===== src/rtl/wt_l15_store_splitter_pkg.sv =====
// Shared types and helpers for the L1.5 store splitter.
//   - MEM_TID_WIDTH     : default transaction ID width
//   - split_state_e     : splitter FSM states
//   - wt_store_chunk_t  : one naturally aligned chunk {be, offset, size}
//   - next_chunk64()    : greedy selection of the next aligned chunk
package wt_l15_store_splitter_pkg;

  localparam int unsigned MEM_TID_WIDTH = 2;

  // L1.5 size encoding
  localparam logic [1:0] SIZE_BYTE  = 2'b00;
  localparam logic [1:0] SIZE_HWORD = 2'b01;
  localparam logic [1:0] SIZE_WORD  = 2'b10;
  localparam logic [1:0] SIZE_DWORD = 2'b11;

  typedef enum logic {
    ST_IDLE  = 1'b0,
    ST_SPLIT = 1'b1
  } split_state_e;

  typedef struct packed {
    logic [7:0] be;
    logic [2:0] offset;
    logic [1:0] size;
  } wt_store_chunk_t;

  // Largest naturally aligned chunk starting at the lowest set byte lane.
  // An all-zero byte enable yields an all-zero chunk.
  function automatic wt_store_chunk_t next_chunk64(input logic [7:0] be);
    wt_store_chunk_t res;
    logic [2:0]      idx;
    logic [7:0]      sh;
    res = '0;
    idx = 3'd0;
    // Scan downwards so the last hit is the lowest set bit.
    for (int k = 7; k >= 0; k--) begin
      if (be[k]) idx = 3'(k);
    end
    sh = be >> idx;
    if (be == 8'hFF) begin
      res.be     = 8'hFF;
      res.offset = 3'd0;
      res.size   = SIZE_DWORD;
    end else if (be != 8'h00) begin
      res.offset = idx;
      if (idx[1:0] == 2'b00 && sh[3:0] == 4'hF) begin
        res.be   = 8'h0F << idx;
        res.size = SIZE_WORD;
      end else if (idx[0] == 1'b0 && sh[1:0] == 2'b11) begin
        res.be   = 8'h03 << idx;
        res.size = SIZE_HWORD;
      end else begin
        res.be   = 8'h01 << idx;
        res.size = SIZE_BYTE;
      end
    end
    return res;
  endfunction

endpackage


===== src/rtl/wt_l15_store_splitter_chunk_sel.sv =====
// Purely combinational chunk selector: wraps next_chunk64 so it can be
// reused and checked on its own.
//   rem_be : remaining byte enable of the store
//   chunk  : next aligned chunk {be, offset, size}
module wt_l15_store_splitter_chunk_sel
  import wt_l15_store_splitter_pkg::*;
(
  input  logic [7:0]      rem_be,
  output wt_store_chunk_t chunk
);

  assign chunk = next_chunk64(rem_be);

endmodule


===== src/rtl/wt_l15_store_splitter.sv =====
// Splits one 64-bit store with an arbitrary byte enable into the minimal
// ascending sequence of naturally aligned chunks for the L1.5 adapter.
// Handshake (both sides): a transfer happens in any cycle where valid and
// ready are both high; valid never waits for ready, and the payload holds
// stable while valid is high and ready is low.
//   clk_i, rst_ni      : clock, synchronous active-low reset
//   req_*              : store request from the write buffer
//   l15_*              : chunk stream to the L1.5 adapter
//   busy_o             : FSM is in SPLIT (state debug view)
module wt_l15_store_splitter
  import wt_l15_store_splitter_pkg::*;
#(
  parameter int unsigned PLEN  = 56,
  parameter int unsigned TID_W = MEM_TID_WIDTH
) (
  input  logic             clk_i,
  input  logic             rst_ni,
  input  logic             req_valid_i,
  output logic             req_ready_o,
  input  logic [PLEN-1:0]  req_paddr_i,
  input  logic [63:0]      req_data_i,
  input  logic [7:0]       req_be_i,
  input  logic [TID_W-1:0] req_tid_i,
  output logic             l15_valid_o,
  input  logic             l15_ready_i,
  output logic [PLEN-1:0]  l15_paddr_o,
  output logic [63:0]      l15_data_o,
  output logic [7:0]       l15_be_o,
  output logic [1:0]       l15_size_o,
  output logic [TID_W-1:0] l15_tid_o,
  output logic             l15_last_o,
  output logic             busy_o
);

  split_state_e      state_q, state_d;
  logic [PLEN-4:0]   paddr_q;
  logic [63:0]       data_q;
  logic [TID_W-1:0]  tid_q;
  logic [7:0]        rem_be_q;

  wt_store_chunk_t   chunk;
  logic [7:0]        rem_be_next;
  logic              in_split;
  logic              last;
  logic              accept;

  // Byte lane within the dword comes from the chunk offset instead.
  logic              unused_paddr_lsb;
  assign unused_paddr_lsb = ^req_paddr_i[2:0];

  wt_l15_store_splitter_chunk_sel u_chunk_sel (
    .rem_be (rem_be_q),
    .chunk  (chunk)
  );

  assign in_split    = (state_q == ST_SPLIT);
  assign rem_be_next = rem_be_q & ~chunk.be;
  assign last        = in_split && (rem_be_next == 8'h00);

  // Ready in IDLE, or when the final chunk is leaving this cycle so the
  // next store can load without a bubble.
  assign req_ready_o = !in_split || (l15_ready_i && last);
  // Zero-byte-enable requests are consumed but never loaded.
  assign accept      = req_valid_i && req_ready_o && (req_be_i != 8'h00);

  assign l15_valid_o = in_split;
  assign l15_be_o    = in_split ? chunk.be   : 8'h00;
  assign l15_size_o  = in_split ? chunk.size : 2'b00;
  assign l15_last_o  = last;
  assign l15_paddr_o = {paddr_q, (in_split ? chunk.offset : 3'b000)};
  assign l15_data_o  = data_q;
  assign l15_tid_o   = tid_q;
  assign busy_o      = in_split;

  always_comb begin
    state_d = state_q;
    case (state_q)
      ST_IDLE: begin
        if (accept) state_d = ST_SPLIT;
      end
      ST_SPLIT: begin
        if (l15_ready_i && last) state_d = accept ? ST_SPLIT : ST_IDLE;
      end
      default: state_d = ST_IDLE;
    endcase
  end

  always_ff @(posedge clk_i) begin
    if (!rst_ni) begin
      state_q  <= ST_IDLE;
      paddr_q  <= '0;
      data_q   <= '0;
      tid_q    <= '0;
      rem_be_q <= '0;
    end else begin
      state_q <= state_d;
      if (accept) begin
        paddr_q  <= req_paddr_i[PLEN-1:3];
        data_q   <= req_data_i;
        tid_q    <= req_tid_i;
        rem_be_q <= req_be_i;
      end else if (in_split && l15_ready_i) begin
        rem_be_q <= rem_be_next;
      end
    end
  end

endmodule


===== config.mk =====
export PLATFORM = sky130hd
export DESIGN_NAME = wt_l15_store_splitter
export DESIGN_NICKNAME = d
export VERILOG_FILES = /design/src/rtl/wt_l15_store_splitter_pkg.sv /design/src/rtl/wt_l15_store_splitter_chunk_sel.sv /design/src/rtl/wt_l15_store_splitter.sv
export SDC_FILE = /design/constraint.sdc
export NUM_CORES = 1
export LEC_CHECK = 0
export CAP_MARGIN = 20
export CORE_MARGIN = 2
export CORE_UTILIZATION = 41
export CTS_CLUSTER_SIZE = 16
export DETAILED_ROUTE_END_ITERATION = 10
export GPL_TIMING_DRIVEN = 0
export HOLD_SLACK_MARGIN = 0.02
export PLACE_DENSITY = 0.77
export REMOVE_ABC_BUFFERS = 1
export SYNTH_ARGS = -nofsm -noshare
export SYNTH_HDL_FRONTEND = slang
export SYNTH_SLANG_ARGS = --single-unit

===== constraint.sdc =====
create_clock -name clk_i -period 4.2 [get_ports clk_i]
set_input_delay 0.84 -clock clk_i [delete_from_list [all_inputs] [get_ports clk_i]]
set_output_delay 0.84 -clock clk_i [all_outputs]
set_load 0.02 [all_outputs]

==> results of run 1 <==
area by class of cell:
class / instances / area, um2 / share of cell area
Clock buffer: 22 / 454 / 0.0492
Clock inverter: 10 / 136 / 0.0148
Inverter: 7 / 52.6 / 0.00569
Multi-Input combinational cell: 470 / 2860 / 0.310
Sequential cell: 128 / 2570 / 0.278
Tap cell: 180 / 225 / 0.0244
Timing Repair Buffer: 279 / 2890 / 0.313
Timing Repair inverter: 3 / 48.8 / 0.00528
how the worst min path moves through the flow:
stage	from	to	slack [ps]	cells after the start
global placement	paddr_q[19]	paddr_q[19]	460	2
global route	l15_data_o[41]	l15_data_o[41]	480	2
finish	l15_data_o[55]	l15_data_o[55]	470	2
floorplan	rem_be_q[7]	rem_be_q[7]	510	2
CTS	l15_data_o[55]	l15_data_o[55]	470	2
detailed placement	l15_data_o[41]	l15_data_o[41]	460	2
power groups by stage:
stage / combinational, uW / sequential (uW) / clock [uW]
floorplan: 254 / 1440 / 0
global placement: 725 / 1360 / 0
detailed placement: 726 / 1360 / 0
CTS: 788 / 1340 / 1510
global route: 851 / 1350 / 1560
finish: 795 / 1340 / 1480
cell usage after synthesis, drive strengths merged, types with 2 or more instances:
cell,n,area share
nor4,3,0.0032
inv,6,0.0039
a21boi,127,0.16
o41a,2,0.0056
dfxtp,128,0.44
a21oi,10,0.0087
nand3,129,0.11
a31oi,2,0.0022
o211ai,2,0.0026
nand2b,3,0.0032
o31ai,2,0.0026
o21ai,123,0.11
o311ai,2,0.0043
a22o,2,0.0030
a211o,2,0.0030
or4,2,0.0039
nand2,12,0.0078
and2,5,0.0054
o221ai,4,0.0061
clkbuf,55,0.036
and3,3,0.0032
nor3,2,0.0017
buf,20,0.035
nor2,17,0.012
layer usage:
layer  vias to the layer above  part of all wire  global-route usage
met4                         0             0.022               0.108
met1                      2942              0.40               0.321
li1                       2919                 -                   -
met2                       259              0.50               0.460
met3                        33             0.082              0.0860
met5                         -                 0                   0
worst max-delay path, delay by kind of cell, from the launching register on:
family	cells	cell delay (ps)
AO/OA/AOI/OAI	4	1190
AND/OR/NAND/NOR	2	760
buffers and inverters	4	520
flip-flops	1	390
flip-flops by register name, summed over array words and instances (netlist names):
register,count
rem_be_q,8
paddr_q,53
busy_o,1
l15_tid_o,2
l15_data_o,64
through the flow:
stage	TNS, ps	hold slack, ps	utilization	worst slack [ps]
CTS	0	471	0.664	20.5
detailed placement	-1860	464	0.606	-1060
finish	0	470	0.668	85.2
global placement	-179500	458	0.598	-2400
global route	0	485	0.668	3.39
floorplan	-698	507	-	-225
cells by family after synthesis:
| logic type | after synthesis |
|---|---|
| AO/OA/AOI/OAI | 287 |
| AND/OR/NAND/NOR | 181 |
| flip-flops | 128 |
| buffers and inverters | 82 |
repair_timing:
item                       4_1_cts  5_1_grt
resized for setup               18        4
gates cloned                     7        0
buffers inserted                 2        5
setup endpoints to repair       10        2
pin swaps                        1        3
==> metrics, run 1 <==
outcome finished clean; # fillers roughly 1200; fraction of layout cells with a size suffix above 1 0.0729; Total Wirelength approximately 21000 um; crit path from rem_be_q[1]; die area approximately 0.015 mm2; synthesized cell area slightly below 0.006 mm2; Critical Path AT 3270 ps; largest net degree at the start of global routing just over 80; placed inst area 0.00838 mm2; Worst Reg-to-Reg Cells 12; critical path capture point req_ready_o; sequential area share after synthesis 0.443; commonest non-fill, non-tap cell in the layout clkdlybuf4s50_1; Final setup viols 0; Tot GR Track Use 0.273; Pwr Total ~3600 uW; max frequency approximately 0.24 GHz; Worst Path Max Fanout 17; sequential share of power 0.370; Finished Cell Area around 0.0092 mm2; num rows 43; Clock Root Buffer clkbuf_16; Vias/cell 5.60; crit share post-route 0.980; synth warn 0; Die H between 100 and 150 um; Ant. Diodes 0; CP most frequent cell buf_4; drt drc 0; hpwl dp between 10000 and 15000 um; clk_skew about 6.9 ps; WL/cell ~19 um; post-synth cell types 47; synthesized area per cell between 8 and 9 um2; Final Wtd Congestion around 0.9; crit path time final 4110 ps; Critical Path RT roughly 3400 ps; final hold violations 0; post-synthesis compound-gate area fraction 0.323; Synth Area in Adders 0; synth-to-layout area growth 59.6%; CTS tree yes; Combinational Power Share 0.220; Crit Path Class flip-flop to primary output; H-tree depth 4; Clock Sinks roughly 130; nets roughly 1000; setup repair after global routing missed its margin false; first-pass GRT wire length between 30000 and 40000 um; hold buffers post-CTS 0; Clock Latency Late Sink 410 ps; slew margin rel. 0.417; internal power 2620 uW; most frequent cells in the layout clkdlybuf4s50_1 (263), nand3_1 (129), a21boi_1 (124), dfxtp_1 (124), o21ai_0 (121); Antenna Nets Post-Route 0; clk buf depth 2; simple-gate area share of the yosys netlist 0.158; slowest CP cell or4_4; post-synthesis mux area share 0; Synth Instances approximately 680; CP peak stage delay roughly 590 ps; maximum VDD drop slightly below 0.3 mV; max-slew violation count 0; Crit. End Element primary output; worst-margin pin slew around 860 ps; Cell Count, Final, Fillers Out 1099; port buffer count ~270; Post-synth EDFFs 0; crit start category flip-flop; Reg2Reg Capture Point rem_be_q[4]; LEAKAGE 0.00331 uW; vias in the first global route approximately 5900; boundary pin count 270; grt ovf 0; Sw Share 0.275; Synth async-reset ratio 0; Power Density 391 mW/mm2; CP Cell Sequence or4_4 -> nor2_4 -> buf_4 -> a32oi_1 -> o41a_1 -> o31a_1 -> o41a_4 -> buf_16 -> clkinv_16 -> buf_4; main combinational cell family by area after synthesis compound AO/OA/AOI/OAI gates; drt pass-1 iters 5; synthesis-stage register bit count 128; DR iter-0 viols roughly 560; net switching power figure approximately 990 uW; r2r startpoint rem_be_q[1]; initial antenna violation count 0; Die X roughly 120 um; MaxCap Viol Count 0; core area about 0.014 mm2; hold crit path type flip-flop to flip-flop; cts bufs inserted 17; Inst Count DP 1053; R2R setup slack about 770 ps; Initial Utilization 0.418; register clock-pin slew on the reported worst setup and hold paths about 50 ps; prevailing post-synth register cell dfxtp_1; xor/xnor share of the synthesized area 0; via count 6153; clock power share 0.410
Power figures use the tool's default switching activity.
==> run 2, diff against run 1 <==
--- a/config.mk
+++ b/config.mk
@@ -12,6 +12,7 @@
 export DETAILED_ROUTE_END_ITERATION = 10
 export GPL_TIMING_DRIVEN = 0
 export HOLD_SLACK_MARGIN = 0.02
+export MAX_ROUTING_LAYER = met4
 export PLACE_DENSITY = 0.77
 export REMOVE_ABC_BUFFERS = 1
 export SYNTH_ARGS = -nofsm -noshare
==> run 2 against run 1 <==
Effect of this change: total power increased by 2.5%; highest routed layer unchanged; design area up 0.35%; largest power group unchanged; combinational power increased by 2%; hold slack hardly changed; utilization grew 0.24 points; register-to-register slack worse by 120 ps; critical endpoint unchanged; die area stayed put; sequential power about the same.
==> metrics, run 2 (same netlist as run 1, synthesis figures left out) <==
CP peak stage delay 560 ps (-30 ps); outcome finished clean; Die H 123 um (unchanged); Sw Share 0.272 (-0.00277); hold crit path type flip-flop to flip-flop; Ant. Diodes 0 (unchanged); Total Wirelength 21800 um (+4.0%); Final setup viols 0 (unchanged); Clock Sinks 128 (unchanged); Worst Reg-to-Reg Cells 11 (-1); hpwl dp 12100 um (+2.5%); clock power share 0.421 (+0.011); sequential cell area 0.00257 mm2 (unchanged); Die X 123 um (unchanged); port buffer count 266 (unchanged); Hold Path Origin l15_data_o[2]; Worst Path Max Fanout 17 (unchanged); Multi-input gate area 0.00286 mm2 (about the same); clk buf depth 2 (unchanged); setup repair after global routing missed its margin false; net switching power figure 1010 uW (+1.5%); crit path time final 4120 ps (+1.02 ps); WL/cell 19.9 um (+4.4%); core area 0.0138 mm2 (unchanged); max frequency 0.243 GHz (about the same); drt drc 0 (unchanged); vias in the first global route 5800 (-1.8%); num rows 43 (unchanged); CTS tree yes; max reg flops 64 (unchanged); # fillers 1145 (-2.9%); Final Wtd Congestion 0.904 (+0.70%); Min-Delay Endpoint l15_data_o[2]; drt pass-1 iters 7 (+2); final hold violations 0 (unchanged); synth-to-layout area growth 60.2%; H-tree depth 4 (unchanged); first-pass GRT wire length 32200 um (+1.6%); commonest non-fill, non-tap cell in the layout clkdlybuf4s50_1; MaxCap Viol Count 0 (unchanged); Clock Root Buffer clkbuf_16; crit start category flip-flop; fraction of layout cells with a size suffix above 1 0.0743 (+0.00141); clk_skew 14.6 ps (+7.65 ps); Combinational Power Share 0.218 (-0.002); nets 1037 (-0.29%); R2R setup slack 650 ps (-120 ps); max-slew violation count 0 (unchanged); crit share post-route 0.980 (about the same); cts bufs inserted 17 (unchanged); Crit. End Element primary output; DR iter-0 viols 650 (+17%); Power Density 400 mW/mm2 (+2.1%); grt ovf 0 (unchanged); pre-CTS setup slack -1100 ps (-39.6 ps); Vias/cell 5.67 (+1.2%); sequential share of power 0.361 (-0.009); Crit Path Class flip-flop to primary output; setup ws final 84.2 ps (-1.02 ps); Tot GR Track Use 0.291 (+0.0180); Clock Latency Late Sink 420 ps (about the same); maximum VDD drop 0.267 mV (-9.9%); CP Cell Sequence or4_4 -> nor2_4 -> nand3_1 -> o221a_4 -> a211o_4 -> o41a_4 -> buf_16 -> clkinv_16 -> buf_4; initial antenna violation count 0 (unchanged); hold buffers post-CTS 0 (unchanged); r2r startpoint rem_be_q[2]; Initial Utilization 0.418 (unchanged); Reg2Reg Capture Point l15_data_o[37]; LEAKAGE 0.00332 uW (+0.21%); via count 6207 (+0.88%); slowest CP cell or4_4; boundary pin count 270 (unchanged); worst-margin pin slew 668 ps (-195 ps); worst hold path depth 2 (unchanged); internal power 2700 uW (+2.9%); most frequent cells in the layout clkdlybuf4s50_1 (263), nand3_1 (129), a21boi_1 (124), dfxtp_1 (124), o21ai_0 (121); Setup TNS Final 0 ps (unchanged); largest net degree at the start of global routing 76 (-8.4%); Antenna Nets Post-Route 0 (unchanged); die area 0.0151 mm2 (unchanged); register clock-pin slew on the reported worst setup and hold paths 50 ps (about the same); slew margin rel. 0.547 (+0.130); Critical Path AT 3280 ps (about the same); Critical Path RT 3360 ps (about the same)
## run 2: cell types whose count changed in the layout (fill, tap and decap cells not counted), moves of 2 or more
| cell | delta |
|---|---|
| clkinv_4 | -3 |
| buf_4 | -3 |
| o21ai_2 | +2 |
| clkbuf_1 | -2 |
| clkinvlp_4 | +2 |
| o21ai_1 | -2 |
## run 2: layout make-up
| class | count | share of cell area |
|---|---|---|
| timing repair buffer | 277 | 0.312 |
| tap | 180 | 0.0243 |
| clock inverter | 10 | 0.0171 |
| timing repair inverter | 3 | 0.00527 |
| multi-input combinational | 469 | 0.309 |
| inverter | 7 | 0.00567 |
| clock buffer | 21 | 0.0497 |
| sequential | 128 | 0.277 |
## run 2: through the flow
step	hold slack, ps	cells	cell area, um2	power [uW]	util
2_1_floorplan	507	603	5380	1700	-
3_3_place_gp	458	1049	8260	2090	0.598
3_5_place_dp	464	1053	8380	2090	0.606
4_1_cts	471	1094	9240	3720	0.668
5_1_grt	487	1095	9270	3840	0.670
6_report	470	1095	9270	3710	0.670
## run 2: power groups by stage
| stage | clock (uW) | sequential, uW | combinational [uW] |
|---|---|---|---|
| finish | 1560 | 1340 | 808 |
| global route | 1640 | 1350 | 859 |
| CTS | 1580 | 1340 | 802 |
| detailed placement | 0 | 1360 | 732 |
| global placement | 0 | 1360 | 732 |
| floorplan | 0 | 1440 | 254 |
## run 2: metal layers
layer | global-route usage | routed length [um] | up-vias | share of wire
li1 | - | - | 2915 | -
met3 | 0.0841 | 1600 | 34 | 0.073
met2 | 0.468 | 10900 | 256 | 0.50
met1 | 0.341 | 8770 | 3002 | 0.40
met5 | - | 0 | - | 0
met4 | 0.116 | 558 | 0 | 0.026
## run 2: how the worst max path moves through the flow
stage / end / cells past startpoint / slack, ps / from
finish: req_ready_o / 9 / 80 / rem_be_q[2]
global route: req_ready_o / 9 / 3 / rem_be_q[0]
CTS: req_ready_o / 9 / 40 / rem_be_q[1]
detailed placement: req_ready_o / 9 / -1100 / rem_be_q[1]
global placement: req_ready_o / 8 / -2540 / rem_be_q[4]
floorplan: rem_be_q[0] / 9 / -230 / rem_be_q[4]
## run 2: timing repair
action / 4_1_cts / 5_1_grt
cloned: 7 / 0
gates resized for setup: 19 / 7
pin swaps: 2 / 0
setup buffers: 3 / 1
setup endpoints to repair: 129 / 2
## run 2: worst max-delay path, delay by kind of cell (launching register included)
kind                   cells  cell delay [ps]
AOI/OAI and AO/OA          3             1210
and+or+nand+nor            3              790
buffers and inverters      3              430
DFF                        1              410
